<file path="src/rtl/reloj_pkg.sv">
// reloj_pkg: shared widths, digit limits, load_Data field layout and the
// load FSM state type for the BCD time-of-day clock.
`timescale 1ns/1ps
package reloj_pkg;

  // Digit widths
  localparam int HR_D_W = 2;
  localparam int DIG_W  = 4;
  localparam int DEC_W  = 3;

  // Per-digit limits
  localparam int SEG_D_MAX = 5;
  localparam int MIN_D_MAX = 5;
  localparam int UNID_MAX  = 9;

  // load_Data = {hr_D[1:0], hr_U[3:0], min_D[2:0], min_U[3:0], seg_D[2:0], seg_U[3:0]}
  localparam int LOAD_W    = 20;
  localparam int SEG_U_OFS = 0;
  localparam int SEG_D_OFS = 4;
  localparam int MIN_U_OFS = 7;
  localparam int MIN_D_OFS = 11;
  localparam int HR_U_OFS  = 14;
  localparam int HR_D_OFS  = 18;

  typedef enum logic [1:0] {
    IDLE        = 2'd0,
    VALIDA      = 2'd1,
    ESPERA_BAJA = 2'd2
  } carga_est_t;

  // True when every field of a packed time is a legal BCD digit and the
  // hour does not exceed hr_max.
  function automatic logic hora_bcd_valida(input logic [LOAD_W-1:0] d,
                                           input int hr_max);
    logic [HR_D_W-1:0] hr_d;
    logic [DIG_W-1:0]  hr_u;
    logic [DEC_W-1:0]  min_d;
    logic [DIG_W-1:0]  min_u;
    logic [DEC_W-1:0]  seg_d;
    logic [DIG_W-1:0]  seg_u;
    int                horas;
    hr_d  = d[HR_D_OFS  +: HR_D_W];
    hr_u  = d[HR_U_OFS  +: DIG_W];
    min_d = d[MIN_D_OFS +: DEC_W];
    min_u = d[MIN_U_OFS +: DIG_W];
    seg_d = d[SEG_D_OFS +: DEC_W];
    seg_u = d[SEG_U_OFS +: DIG_W];
    horas = int'(hr_d) * 32'sd10 + int'(hr_u);
    return (hr_u  <= DIG_W'(UNID_MAX))  &&
           (min_u <= DIG_W'(UNID_MAX))  &&
           (seg_u <= DIG_W'(UNID_MAX))  &&
           (min_d <= DEC_W'(MIN_D_MAX)) &&
           (seg_d <= DEC_W'(SEG_D_MAX)) &&
           (horas <= hr_max);
  endfunction

endpackage

</file>
<file path="src/rtl/digito_bcd_mod.sv">
// digito_bcd_mod: one modulo-(MAX+1) decimal digit with synchronous load.
// carry is high in the cycle the digit rolls MAX -> 0.
`timescale 1ns/1ps
module digito_bcd_mod #(
  parameter int W   = 4,
  parameter int MAX = 9
) (
  input  logic         clk_Entrada,
  input  logic         rst,
  input  logic         inc,
  input  logic         load,
  input  logic [W-1:0] load_val,
  output logic [W-1:0] dig,
  output logic         carry
);

  logic [W-1:0] dig_r;
  logic         en_tope_s;

  assign en_tope_s = (dig_r == W'(MAX));
  assign carry     = inc & en_tope_s;
  assign dig       = dig_r;

  // Digit register: load wins over increment, increment wraps MAX -> 0
  always_ff @(posedge clk_Entrada or posedge rst) begin
    if (rst) begin
      dig_r <= '0;
    end else if (load) begin
      dig_r <= load_val;
    end else if (inc) begin
      dig_r <= en_tope_s ? '0 : dig_r + W'(1);
    end else begin
      dig_r <= dig_r;
    end
  end

endmodule

</file>
<file path="src/rtl/reloj_bcd_hms.sv">
// reloj_bcd_hms: 24-hour HH:MM:SS clock in packed BCD, advanced by rising
// edges of the 1 Hz divider output, with a validated time-set handshake.
// Optional alarm comparator enabled by defining RELOJ_ALARMA_EN.
`timescale 1ns/1ps
module reloj_bcd_hms
  import reloj_pkg::*;
#(
  parameter int TICKS_POR_SEG = 1,
  parameter int HR_MAX        = 23
) (
  input  logic              clk_Entrada,
  input  logic              rst,
  input  logic              tick_In,
  input  logic              en,
  input  logic              load_Req,
  input  logic [LOAD_W-1:0] load_Data,
  output logic              load_Ack,
  output logic              load_Err,
  output logic [HR_D_W-1:0] hr_D,
  output logic [DIG_W-1:0]  hr_U,
  output logic [DEC_W-1:0]  min_D,
  output logic [DIG_W-1:0]  min_U,
  output logic [DEC_W-1:0]  seg_D,
  output logic [DIG_W-1:0]  seg_U,
  output logic              seg_Pulso,
`ifdef RELOJ_ALARMA_EN
  input  logic              alarma_Set,
  input  logic [LOAD_W-1:0] alarma_Data,
  output logic              alarma_Pulso,
`endif
  output logic              dia_Pulso
);

  // Edge detect and prescaler
  logic       tick_q_r;
  logic [7:0] presc_r;
  logic       flanco_s;
  logic       cuenta_s;
  logic       fin_presc_s;
  logic       avance_s;

  // Load handshake
  carga_est_t        est_r;
  carga_est_t        est_nxt_s;
  logic [LOAD_W-1:0] dato_r;
  logic              valida_s;
  logic              carga_wr_s;
  logic              ack_s;
  logic              err_s;

  // Registered pulses
  logic load_ack_r;
  logic load_err_r;
  logic seg_pulso_r;
  logic dia_pulso_r;

  // Digit chain
  logic [HR_D_W-1:0] hr_d_s;
  logic [DIG_W-1:0]  hr_u_s;
  logic [DEC_W-1:0]  min_d_s;
  logic [DIG_W-1:0]  min_u_s;
  logic [DEC_W-1:0]  seg_d_s;
  logic [DIG_W-1:0]  seg_u_s;
  logic c_su_s, c_sd_s, c_mu_s, c_md_s, c_hu_s, c_hd_s;
  logic hora_tope_s;
  logic vuelta_hr_s;
  logic carga_hr_s;

  assign flanco_s    = tick_In & ~tick_q_r;
  assign cuenta_s    = flanco_s & en;
  assign fin_presc_s = (presc_r == 8'(TICKS_POR_SEG - 1));
  // A valid load in the same cycle swallows the advance.
  assign avance_s    = cuenta_s & fin_presc_s & ~carga_wr_s;
  assign valida_s    = hora_bcd_valida(dato_r, HR_MAX);

  // Tick edge register: always tracks tick_In so en=0 never creates a late edge
  always_ff @(posedge clk_Entrada or posedge rst) begin
    if (rst) begin
      tick_q_r <= 1'b0;
    end else begin
      tick_q_r <= tick_In;
    end
  end

  // Prescaler: counts enabled edges, cleared by a valid load
  always_ff @(posedge clk_Entrada or posedge rst) begin
    if (rst) begin
      presc_r <= 8'd0;
    end else if (carga_wr_s) begin
      presc_r <= 8'd0;
    end else if (cuenta_s) begin
      presc_r <= fin_presc_s ? 8'd0 : presc_r + 8'd1;
    end else begin
      presc_r <= presc_r;
    end
  end

  // Load FSM state register
  always_ff @(posedge clk_Entrada or posedge rst) begin
    if (rst) begin
      est_r <= IDLE;
    end else begin
      est_r <= est_nxt_s;
    end
  end

  // Load FSM next state: a held request is consumed once, then must drop
  always_comb begin
    est_nxt_s = est_r;
    case (est_r)
      IDLE: begin
        if (load_Req) begin
          est_nxt_s = VALIDA;
        end else begin
          est_nxt_s = IDLE;
        end
      end
      VALIDA: begin
        est_nxt_s = ESPERA_BAJA;
      end
      ESPERA_BAJA: begin
        if (!load_Req) begin
          est_nxt_s = IDLE;
        end else begin
          est_nxt_s = ESPERA_BAJA;
        end
      end
      default: begin
        est_nxt_s = IDLE;
      end
    endcase
  end

  // Load FSM outputs: the validation verdict is taken in VALIDA only
  always_comb begin
    carga_wr_s = 1'b0;
    ack_s      = 1'b0;
    err_s      = 1'b0;
    case (est_r)
      VALIDA: begin
        if (valida_s) begin
          carga_wr_s = 1'b1;
          ack_s      = 1'b1;
        end else begin
          err_s      = 1'b1;
        end
      end
      default: begin
        carga_wr_s = 1'b0;
        ack_s      = 1'b0;
        err_s      = 1'b0;
      end
    endcase
  end

  // Capture load_Data when a request is accepted in IDLE
  always_ff @(posedge clk_Entrada or posedge rst) begin
    if (rst) begin
      dato_r <= '0;
    end else if ((est_r == IDLE) && load_Req) begin
      dato_r <= load_Data;
    end else begin
      dato_r <= dato_r;
    end
  end

  // Output pulses, registered so they line up with the new digits
  always_ff @(posedge clk_Entrada or posedge rst) begin
    if (rst) begin
      load_ack_r  <= 1'b0;
      load_err_r  <= 1'b0;
      seg_pulso_r <= 1'b0;
      dia_pulso_r <= 1'b0;
    end else begin
      load_ack_r  <= ack_s;
      load_err_r  <= err_s;
      seg_pulso_r <= avance_s;
      dia_pulso_r <= vuelta_hr_s;
    end
  end

  // Hours wrap at HR_MAX; a tens overflow is treated the same way.
  assign hora_tope_s = (hr_d_s == HR_D_W'(HR_MAX / 10)) &&
                       (hr_u_s == DIG_W'(HR_MAX % 10));
  assign vuelta_hr_s = c_md_s & hora_tope_s;
  assign carga_hr_s  = carga_wr_s | vuelta_hr_s | c_hd_s;

  digito_bcd_mod #(.W(DIG_W), .MAX(UNID_MAX)) u_seg_u (
    .clk_Entrada (clk_Entrada), .rst (rst),
    .inc      (avance_s),
    .load     (carga_wr_s),
    .load_val (dato_r[SEG_U_OFS +: DIG_W]),
    .dig      (seg_u_s),
    .carry    (c_su_s)
  );

  digito_bcd_mod #(.W(DEC_W), .MAX(SEG_D_MAX)) u_seg_d (
    .clk_Entrada (clk_Entrada), .rst (rst),
    .inc      (c_su_s),
    .load     (carga_wr_s),
    .load_val (dato_r[SEG_D_OFS +: DEC_W]),
    .dig      (seg_d_s),
    .carry    (c_sd_s)
  );

  digito_bcd_mod #(.W(DIG_W), .MAX(UNID_MAX)) u_min_u (
    .clk_Entrada (clk_Entrada), .rst (rst),
    .inc      (c_sd_s),
    .load     (carga_wr_s),
    .load_val (dato_r[MIN_U_OFS +: DIG_W]),
    .dig      (min_u_s),
    .carry    (c_mu_s)
  );

  digito_bcd_mod #(.W(DEC_W), .MAX(MIN_D_MAX)) u_min_d (
    .clk_Entrada (clk_Entrada), .rst (rst),
    .inc      (c_mu_s),
    .load     (carga_wr_s),
    .load_val (dato_r[MIN_D_OFS +: DEC_W]),
    .dig      (min_d_s),
    .carry    (c_md_s)
  );

  digito_bcd_mod #(.W(DIG_W), .MAX(UNID_MAX)) u_hr_u (
    .clk_Entrada (clk_Entrada), .rst (rst),
    .inc      (c_md_s & ~vuelta_hr_s),
    .load     (carga_hr_s),
    .load_val (carga_wr_s ? dato_r[HR_U_OFS +: DIG_W] : DIG_W'(0)),
    .dig      (hr_u_s),
    .carry    (c_hu_s)
  );

  digito_bcd_mod #(.W(HR_D_W), .MAX(2)) u_hr_d (
    .clk_Entrada (clk_Entrada), .rst (rst),
    .inc      (c_hu_s),
    .load     (carga_hr_s),
    .load_val (carga_wr_s ? dato_r[HR_D_OFS +: HR_D_W] : HR_D_W'(0)),
    .dig      (hr_d_s),
    .carry    (c_hd_s)
  );

  assign hr_D      = hr_d_s;
  assign hr_U      = hr_u_s;
  assign min_D     = min_d_s;
  assign min_U     = min_u_s;
  assign seg_D     = seg_d_s;
  assign seg_U     = seg_u_s;
  assign load_Ack  = load_ack_r;
  assign load_Err  = load_err_r;
  assign seg_Pulso = seg_pulso_r;
  assign dia_Pulso = dia_pulso_r;

`ifdef RELOJ_ALARMA_EN
  logic [LOAD_W-1:0] alarma_r;
  logic [LOAD_W-1:0] hora_act_s;
  logic              alarma_ok_s;

  // Alarm register: all-ones at reset is out of range, so it never fires
  always_ff @(posedge clk_Entrada or posedge rst) begin
    if (rst) begin
      alarma_r <= '1;
    end else if (alarma_Set) begin
      alarma_r <= alarma_Data;
    end else begin
      alarma_r <= alarma_r;
    end
  end

  assign hora_act_s   = {hr_d_s, hr_u_s, min_d_s, min_u_s, seg_d_s, seg_u_s};
  assign alarma_ok_s  = hora_bcd_valida(alarma_r, HR_MAX);
  assign alarma_Pulso = seg_pulso_r & alarma_ok_s & (hora_act_s == alarma_r);
`endif

endmodule

</file>
<file path="config.mk">
export PLATFORM = sky130hd
export DESIGN_NAME = reloj_bcd_hms
export DESIGN_NICKNAME = d
export VERILOG_FILES = /design/src/rtl/reloj_pkg.sv /design/src/rtl/digito_bcd_mod.sv /design/src/rtl/reloj_bcd_hms.sv
export SDC_FILE = /design/constraint.sdc
export NUM_CORES = 1
export LEC_CHECK = 0
export BUFFER_PORTS_ARGS = -buffer_cell sky130_fd_sc_hd__buf_2
export CORE_UTILIZATION = 56
export DETAILED_ROUTE_END_ITERATION = 16
export PLACE_DENSITY = 0.79
export SLEW_MARGIN = 20
export SYNTH_ARGS = -nofsm -noshare
export SYNTH_HDL_FRONTEND = slang
export SYNTH_SLANG_ARGS = --single-unit
</file>
<file path="constraint.sdc">
create_clock -name clk_Entrada -period 3.3 [get_ports clk_Entrada]
set_input_delay 0.495 -clock clk_Entrada [delete_from_list [all_inputs] [get_ports clk_Entrada]]
set_output_delay 0.495 -clock clk_Entrada [all_outputs]
set_load 0.02 [all_outputs]
</file>
==> qor.yml <==
clock_tree:
  cts_made_buffers: 5
  cts.sink_count: 55
  cts_setup_buffers: 0
  h-tree-depth: 2
  postCtsResizedCells: 0
  post_cts_hold_buffer_count: 0
  clock_tree.buffer_depth: 2
  clock_tree_from_tritoncts: "built"
  clk_pin_slew_worst_paths_ns: 0.10
  clock_latency_late_sink_ns: 0.31
  clk_root_buffer_cell: "clkbuf_8"
critical_path:
  critical_path.slowest_cell: "or4b_1"
  crit_end: "u_min_u.dig[1]"
  max_stage_delay_ns: 0.50
  critPathMaxFanout: 39
  path_cells: "ha_1 -> inv_1 -> fa_1 -> xnor2_1 -> o22ai_1 -> or4b_1 -> inv_2 -> a21oi_1 -> a21o_1"
  worst_ep_required_time_ns: 3.52
  worstSetupStartpointType: "register"
  timing.reg2reg.worst_path_depth: 9
  rrSetupSlack_ns: 0.50
  crit_arrival_ns: 3.01
  regToRegEndpoint: "u_min_u.dig[1]"
  r2r_start: "dato_r[18]"
  critical_path.startpoint: "dato_r[18]"
  cp-end-kind: "register"
  timing_worst_setup_path_type: "reg2reg"
sta:
  tightestPinTransition_ns: 0.628
  finalCriticalPeriod_ns: 2.80
  fmax_ghz: 0.358
  slew-limit-headroom_pct: 58.1
  setup-tns-final_ns: 0
  max_slew_violation_total_from_the_final_report: 0
  timing_hold_violations_final: 0
  final-setup-viol-count: 0
  final.setup.worst_slack_ns: 0.503
  fin_crit_sh_pct: 84.8
  final.setup_skew_ns: 0.0143
  grt_setup_unrepaired: "no"
synth:
  ys_async_sr_fraction_pct: 100
  ys.warnings.count: 0
  sequential_share_of_the_synthesized_area_pct: 48.6
  synthesis.area_um2: 2830
  ys_seq_elements: 55
  synth_common_cells: "dfrtp_1 (55), nand2_1 (27), mux2_2 (18)"
  synth_top_flop_cell: "dfrtp_1"
  yosysTopAreaCellShare_pct: 48.6
  synthCells: 271
  synthesis.area_per_instance_um2: 10.4
  synth.area.top_cells: "dfrtp_1 (49%), mux2_2 (7.2%), nand2_1 (3.6%)"
  cell_type_with_the_largest_total_area_after_synthesis: "dfrtp_1"
  number_of_enable_flip_flop_cells_after_synthesis: 0
  synth.most_common_cell: "dfrtp_1"
  ys_types: 50
  mappedNetlistNets: 302
finish:
  insertedDiodeCount: 0
  nets: 348
  fin_util_pct: 67.2
  post_route_cells_drive_above_1_share_pct: 28.0
  fill_cells: 374
  area.growth.synth_to_final_pct: 13.6
placement:
  gp_congestion: 0.806
  dp_slack_ns: 0.523
  buffer_ports.inserted: 48
  dpl.hpwl_um: 3920
floorplanning:
  coreArea_um2: 4790
  die_area_um2: 5340
  die-width_um: 73.1
  floorplan.initialDensity_pct: 59.1
  placementRows: 25
  io-pin-count: 49
  chipHeight_um: 73.1
run:
  cap_viol_max_count: 0
power_and_ir_drop:
  total_power_uw: 2780
  power_density_nw_per_um2: 864
  irDropWorstVdd_mv: 0.423
  leakage_uw: 0.00141
min_path:
  min_path_type: "in2async"
global_route:
  grt.overflow.total: 0
  globalRouteTotalUtil_pct: 22.9
  grt_first_pass_wirelength_um: 9180
  pin_count_of_the_biggest_net_entering_global_routing: 40
  antenna_found_initial: 0
  grt_pass1_vias: 1968
route:
  ant_nets: 0
  vias: 2134
  drt-wirelength-per-cell_um: 14.3
  detailedRoute.firstIterationViolations: 94
  detail_route.wirelength_um: 5500
  post_drt_via_cell_ratio: 5.54
  first_pass_iters: 4
  remaining_drc_errors: 0
status:
  run_status: "completed"
[metal layers]
| metal | GRT usage [%] | vias up | routed length (um) |
|---|---|---|---|
| li1 | - | 1050 | - |
| met1 | 32.2 | 1025 | 2580 |
| met2 | 35.9 | 49 | 2630 |
| met3 | 3.04 | 10 | 199 |
| met4 | 9.59 | 0 | 91 |
| met5 | 0 | - | 0 |
[registers in the layout, indices dropped and copies added, names as in the netlist, 2 cells and up]
| signal | count |
|---|---|
| dato_r | 20 |
| presc_r | 8 |
| u_hr_u.dig | 4 |
| u_min_u.dig | 4 |
| u_seg_u.dig | 4 |
| u_min_d.dig | 3 |
| u_seg_d.dig | 3 |
| est_r | 2 |
| u_hr_d.dig | 2 |
[how the worst min path moves through the flow]
stage                from              to  slack (ns)  cells past startpoint
6_report              rst  u_min_d.dig[1]        0.20                      2
3_5_place_dp    dato_r[0]  u_seg_u.dig[0]        0.48                      2
3_3_place_gp   dato_r[14]   u_hr_u.dig[0]        0.47                      2
5_1_grt               rst      dato_r[11]        0.25                      2
4_1_cts               rst  u_min_d.dig[1]        0.21                      2
2_1_floorplan  dato_r[14]   u_hr_u.dig[0]        0.45                      2
[where the power goes]
group	switching, uW	internal (uW)
Combinational	614	504
Sequential	301	949
Clock	217	191
[critical path, delay by kind of cell, from the launching register on]
kind,cells,cell delay [ns]
adders and majority gates,2,0.60
buffers and inverters,2,0.55
and+or+nand+nor,1,0.50
AOI/OAI and AO/OA,3,0.49
DFF,1,0.41
xor gates and xnor gates,1,0.15
[layout make-up]
| cell class | instances | area, um^2 | share of cell area [%] |
|---|---|---|---|
| clock buffers | 7 | 96.3 | 3.00 |
| flip-flops and latches | 55 | 1380 | 42.8 |
| multi-input cells | 193 | 1350 | 41.9 |
| well taps | 67 | 83.8 | 2.61 |
| repair buffers | 51 | 263 | 8.17 |
| inverters | 11 | 41.3 | 1.28 |
| clock inverters | 1 | 7.51 | 0.234 |
[stage by stage]
step / area, um^2 / cells / hold slack (ns)
final: 3210 / 385 / 0.197
after global placement: 3110 / 377 / 0.467
after detailed placement: 3110 / 377 / 0.484
after CTS: 3210 / 385 / 0.213
after floorplan: 2830 / 271 / 0.452
after global routing: 3210 / 385 / 0.245
[cell families after synthesis]
kind of cell	share of synthesized area (%)
simple gates	21.8
xor+xnor	3.71
mux	9.64
flops	48.6
buf+inv	3.98
compound gates	9.33
fa+ha+maj	2.92
[cell usage in the layout (no fill, tap or decap), drive strengths merged, types with 4 or more instances in the layout]
cell	instances
or4	4
nand2	27
dfrtp	55
nor3b	5
nand4	9
nor3	4
clkbuf	7
inv	11
nor2b	7
mux2i	7
nand3	5
o21ai	27
a21oi	13
ha	5
mux2	18
nor2	17
buf	51
xnor2	5
xor2	7
Note: power is estimated with default switching activity, not from simulation.
